===== src/rtl/stream_mux_4to1.sv =====
// Four-input packet-granular round-robin merge onto one registered valid/ready stream.
// Each output beat carries the index of the input it came from.
module stream_mux_4to1 #(
  parameter int WIDTH = 8
) (
  input  logic               clk,
  input  logic               rst_n,
  input  logic [3:0]         in_valid,
  input  logic [3:0]         in_last,
  input  logic [4*WIDTH-1:0] in_data,
  output logic [3:0]         in_ready,
  output logic               out_valid,
  output logic               out_last,
  output logic [WIDTH-1:0]   out_data,
  output logic [1:0]         out_sel,
  input  logic               out_ready,
  output logic               locked
);

  typedef enum logic {IDLE, LOCKED} state_t;

  state_t       state, state_nxt;
  logic [1:0]   ptr, ptr_nxt;
  logic [1:0]   lock_sel, lock_sel_nxt;
  logic [1:0]   grant_sel;
  logic [1:0]   idx;
  logic         grant_any;
  logic         can_load;
  logic         accept;
  logic         acc_last;
  logic [WIDTH-1:0] acc_data;

  // Grant selection: locked input while mid-packet, otherwise first valid from ptr.
  always_comb begin
    grant_sel = lock_sel;
    grant_any = 1'b0;
    idx       = '0;
    if (state == LOCKED) begin
      grant_any = 1'b1;
    end else begin
      for (int unsigned k = 0; k < 4; k++) begin
        idx = ptr + 2'(k);
        if (!grant_any && in_valid[idx]) begin
          grant_any = 1'b1;
          grant_sel = idx;
        end
      end
    end
  end

  assign can_load = !out_valid || out_ready;

  always_comb begin
    in_ready = '0;
    if (rst_n && grant_any && can_load) in_ready[grant_sel] = 1'b1;
  end

  assign accept   = in_valid[grant_sel] && in_ready[grant_sel];
  assign acc_last = in_last[grant_sel];
  assign acc_data = in_data[int'(grant_sel)*WIDTH +: WIDTH];

  always_comb begin
    state_nxt    = state;
    ptr_nxt      = ptr;
    lock_sel_nxt = lock_sel;
    if (accept) begin
      if (acc_last) begin
        state_nxt = IDLE;
        ptr_nxt   = grant_sel + 2'd1;
      end else begin
        state_nxt    = LOCKED;
        lock_sel_nxt = grant_sel;
      end
    end
  end

  always_ff @(posedge clk or negedge rst_n) begin
    if (!rst_n) begin
      state     <= IDLE;
      ptr       <= '0;
      lock_sel  <= '0;
      out_valid <= 1'b0;
      out_last  <= 1'b0;
      out_data  <= '0;
      out_sel   <= '0;
    end else begin
      state    <= state_nxt;
      ptr      <= ptr_nxt;
      lock_sel <= lock_sel_nxt;
      if (accept) begin
        out_valid <= 1'b1;
        out_last  <= acc_last;
        out_data  <= acc_data;
        out_sel   <= grant_sel;
      end else if (out_ready) begin
        out_valid <= 1'b0;
      end
    end
  end

  assign locked = (state == LOCKED);

endmodule


===== config.mk =====
export PLATFORM = sky130hd
export DESIGN_NAME = stream_mux_4to1
export DESIGN_NICKNAME = d
export VERILOG_FILES = /design/src/rtl/stream_mux_4to1.sv
export SDC_FILE = /design/constraint.sdc
export NUM_CORES = 1
export LEC_CHECK = 0
export BUFFER_PORTS_ARGS = -buffer_cell sky130_fd_sc_hd__buf_2
export CAP_MARGIN = 10
export CORE_ASPECT_RATIO = 1.4
export CORE_MARGIN = 2
export CORE_UTILIZATION = 51
export CTS_CLUSTER_DIAMETER = 120
export DETAILED_ROUTE_END_ITERATION = 7
export GPL_TIMING_DRIVEN = 1
export PLACE_DENSITY = 0.83
export SYNTH_ARGS = -nofsm -noshare
export SYNTH_HDL_FRONTEND = slang
export SYNTH_SLANG_ARGS = --single-unit

===== constraint.sdc =====
create_clock -name clk -period 6.07 [get_ports clk]
set_clock_uncertainty 0.1 [all_clocks]
set_input_delay 0.9105 -clock clk [delete_from_list [all_inputs] [get_ports clk]]
set_output_delay 0.9105 -clock clk [all_outputs]
set_load 0.005 [all_outputs]

## Word-level counts from Yosys, hierarchy flattened

Cells that the tools add are included.

| word-level totals | value |
|---|---|
| register bits after elaboration | 17 |
| output and inout bits | 17 |

| operators by class | value |
|---|---|
| reductions and logical operators | 15 |
| order comparisons | 6 |
| $add $sub $neg | 4 |
| bitwise logic cells | 1 |
| shift-type cells | 1 |
| mux-type cells | 33 |

Operators with widths:

| kind | number |
|---|---|
| indexed part select 32 x 6 -> 8 bit | 1 |
| two-way mux 1 bit | 19 |
| less-than comparator 2 x 3 -> 1 bit (second input constant) | 5 |
| binary-select mux 1 bit (select 2 bit) | 7 |
| two-way mux 2 bit | 5 |
| logical AND 1 bit | 7 |
| adder 2 x 1 -> 2 bit (second input constant) | 2 |
| adder 2 bit (second input constant) | 2 |
| zero test 1 bit | 4 |
| two-way mux 4 bit | 1 |
| AND reduction 2 bit | 2 |
| demux 1 bit (select 2 bit) | 1 |
| greater-or-equal comparator 2 x 1 -> 1 bit (second input constant) | 1 |
| nonzero test 2 bit | 1 |
| logical OR 1 bit | 1 |
| inverter 1 bit | 1 |

## Depth between registers and ports, before layout

| logic depth | value |
|---|---|
| depth after elaboration | 25 |
| mapped depth | 10 |
| depth with buffers taken out | 8 |

## Worst setup path before layout

OpenSTA, ideal clock, no wires.

| timing path | value |
|---|---|
| path type | input port to output port |
| start point | input in_valid[3] |
| end point | output in_ready[0] |
| data required time | 5.059 ns |
| slack | 2.753 ns |
| cell stages on the path | 9 |
| arrival | 2.307 ns |
| cells stage by stage | clkbuf_1 nor2b_1 o21ai_0 o31a_1 o211a_1 o21a_1 clkbuf_1 inv_1 nor2_1 |

| between the ends | value |
|---|---|
| cells in the longest elaborated chain, start to end | 21 |

Ends and longest elaborated chain:

| what | RTL line | text |
|---|---|---|
| start: declaration | 8 | `input logic [3:0] in_valid,` |
| binary-select mux 1 bit (select 2 bit) | 43 | `if (!grant_any && in_valid[idx]) begin` |
| two-way mux 1 bit (implied by the code) | 43 |  |
| two-way mux 1 bit | 43 |  |
| two-way mux 1 bit | 38 | `if (state == LOCKED) begin` |
| zero test 1 bit | 43 |  |
| logical AND 1 bit | 43 |  |
| two-way mux 1 bit | 43 |  |
| two-way mux 1 bit | 38 |  |
| (+5 left out) | -- |  |
| logical AND 1 bit | 43 |  |
| two-way mux 2 bit | 43 |  |
| two-way mux 2 bit | 38 |  |
| less-than comparator 2 x 3 -> 1 bit (implied by the code) or greater-or-equal comparator 2 x 1 -> 1 bit (tied branches) | 55 | `if (rst_n && grant_any && can_load) in_ready[grant_sel] = 1'b1;` |
| logical AND 1 bit (implied by the code) | 55 |  |
| two-way mux 1 bit (implied by the code) | 55 |  |
| demux 1 bit (select 2 bit) | 55 |  |
| two-way mux 4 bit * | 55 |  |
| end: declaration | 11 | `output logic [3:0] in_ready,` |

Mark *: on every way between the ends. The rest lies on a longest branch, timed or not. The select of a mux whose other input is x is not followed.

## Final worst setup path

| timing path | value |
|---|---|
| start point | input in_valid[1] |
| end point | output in_ready[1] |

Same word-level chain as after synthesis.

==> impl_metrics.json <==
{
  "sequentialPowerShare": 0.273,
  "htree_num_levels": 1,
  "place_hpwl_mm": 2.517,
  "period_needed_ns": 3.886,
  "mostFrequentLayoutCells": "59 x buf_2, 22 x o21ai_0, 22 x nand2_1",
  "min-delay-start": "out_last",
  "ff2ff_setup_slack_ns": 2.92,
  "slew_violations": 0,
  "required_ns": 5.06,
  "area_delta_synth_final_pct": 21.59,
  "drv_cap": 0,
  "post_cts_buffers": 0,
  "grt_usage": 0.2110,
  "ctsResizeCount": 0,
  "grt_pass1_vias": 1261,
  "ys_seq_area_frac": 0.3009,
  "power_frac_clock": 0.071,
  "hold_viol": 0,
  "crit_fanout": 22,
  "hold_class": "flip-flop to flip-flop",
  "die_w_um": 48.50,
  "core_area_sq_um": 2643,
  "critPathLaunch": "in_valid[1]",
  "avgRoutedWirePerCell_um": 13.00,
  "worstRegToRegCells": 8,
  "ys_seq_elements": 17,
  "synth_nets": 201,
  "swShare": 0.4468,
  "clkSlewWorstSetupHoldPaths_ns": 0.10,
  "final_common_cell": "buf_2",
  "drive_gt1_frac": 0.3780,
  "drt-total-wl_mm": 3.184,
  "ant_nets": 0,
  "async_reset_ff_frac": 1.000,
  "yosysUniqueCellTypes": 45,
  "setup-tns-final_ns": 0,
  "critPathLaunchType": "input port",
  "gp_congestion": 0.8528,
  "arrival_ns": 2.88,
  "tritoncts": "done",
  "cts_root_buf": "clkbuf_4",
  "fmax_mhz": 257.3,
  "holdPathEnd": "out_last",
  "cp-end-kind": "output pin",
  "switchingPower_mw": 0.3767,
  "tightest_slew_ns": 0.6547,
  "vias_per_cell": 5.437,
  "rsz0062_at_grt": "false",
  "synth_edf_count": 0,
  "io_buffer_count": 59,
  "numCtsBuffers": 3,
  "yosys_warnings": 0,
  "fin_nets": 253,
  "hold_buffers": 0,
  "io_pins": 60,
  "setup_viol": 0,
  "syn-cell-area_sq_um": 1414,
  "die_h_um": 66.30,
  "timing.final.crit_share": 0.6402,
  "dr.pass1.iters": 4,
  "synthFlopType": "dfrtp_1",
  "grt-ovfl-total": 0,
  "power.density_nw_per_um2": 490.4,
  "grt_start_max_net_pins": 25,
  "drc": 0,
  "ir_drop_mv": 0.2700,
  "die-area_sq_um": 3216,
  "postSynthAreaPerCell_sq_um": 8.948,
  "slew_headroom": 0.5635,
  "worstHoldPathCells": 1,
  "internal-power_mw": 0.4664,
  "start_util": 0.5350,
  "fin_cells": 245,
  "drt_iter0_markers": 31,
  "reg2reg_from": "ptr[0]",
  "cts_sinks": 17,
  "critical_path_class": "input port to output pin",
  "power_mw": 0.8430,
  "fp-row-count": 22,
  "syn_inst": 158,
  "power.leakage_nw": 0.8730,
  "cts.path.max_buffers": 2,
  "pwr-share-comb": 0.656,
  "antenna_found_initial": 0,
  "n_antenna_cell": 0,
  "grt_pass1_wl_mm": 5.382,
  "insertion_delay_ns": 0.28,
  "r2r-end": "ptr[1]",
  "outcome": "complete, no violations",
  "dp.cells": 241,
  "vias": 1332
}
[per-stage QoR]
step           instance area, sq um  hold WS (ns)  setup WS, ns  utilization
3_3_place_gp                   1693        0.3577         2.355       0.6406
4_1_cts                        1719        0.3916         2.177       0.6506
2_1_floorplan                  1414        0.3731         2.753            -
3_5_place_dp                   1693        0.3669         2.181       0.6406
6_report                       1719        0.3883         2.184       0.6506
5_1_grt                        1719        0.4218         1.996       0.6506
[layout make-up]
type | count | area (sq um)
clock buffer | 4 | 26.28
fill | 233 | 923.4
inverter | 4 | 15.01
multi-input combinational | 124 | 904.6
sequential | 17 | 425.4
tap | 36 | 45.04
timing repair buffer | 60 | 302.8
[cell usage after synthesis, types with 2 or more instances]
library cell,n,area (sq um)
mux2i_1,12,120.1
o211a_1,2,20.02
nor2b_1,2,12.51
and2b_1,2,15.01
nor2_1,7,26.28
mux2_2,9,101.4
o21ai_0,22,110.1
a22oi_1,2,15.01
a21o_1,2,15.01
inv_1,4,15.01
a21oi_1,7,35.03
nor4_1,2,12.51
nor3b_1,2,15.01
nand2b_1,5,31.28
nand2_1,22,82.58
dfrtp_1,17,425.4
buf_2,7,35.03
clkbuf_1,4,15.01
mux2_4,2,30.03
[per-layer routing]
metal | track usage | part of all wire
met1 | 0.2571 | 0.43
met5 | 0 | 0
met2 | 0.3767 | 0.50
met3 | 0.02036 | 0.057
met4 | 0.09643 | 0.013
[worst max-delay path by stage]
| stage | endpoint | slack (ns) | cells after the start |
|---|---|---|---|
| 6_report | in_ready[1] | 2.18 | 8 |
| 5_1_grt | in_ready[1] | 2.00 | 9 |
| 4_1_cts | in_ready[1] | 2.18 | 9 |
| 3_5_place_dp | in_ready[1] | 2.18 | 9 |
| 3_3_place_gp | in_ready[1] | 2.35 | 9 |
| 2_1_floorplan | in_ready[0] | 2.75 | 9 |
[critical path, stage by stage]
cell and delay (ns):
buf_2 0.21, nor3b_1 0.11, o21ai_0 0.42, o211a_1 0.24
o21a_1 0.54, inv_1 0.18, nor2_1 0.14, buf_2 0.12
[power by group through the flow]
stage	clock, mW	sequential, mW	combinational, mW
global route	0.0639	0.241	0.609
floorplan	0	0.208	0.461
detailed placement	0	0.232	0.557
CTS	0.0611	0.230	0.558
finish	0.0596	0.230	0.553
global placement	0	0.228	0.536
[kinds of logic (layout without fill, tap and decap cells)]
logic type / after synthesis / in the layout / synth area share
flops: 17 / 17 / 0.3009
simple gates: 48 / 48 / 0.1761
mux: 25 / 25 / 0.2018
xor+xnor: 1 / 1 / 0.006196
fa+ha+maj: 1 / 1 / 0.007080
buf+inv: 17 / 68 / 0.05928
compound gates: 49 / 49 / 0.2487
[state kept, by name, indices dropped and copies added (netlist names)]
name / count
out_data: 8
out_last: 1
out_sel: 2
out_valid: 1
ptr: 2
locked: 1
lock_sel: 2
(Power assumes the default switching activity.)
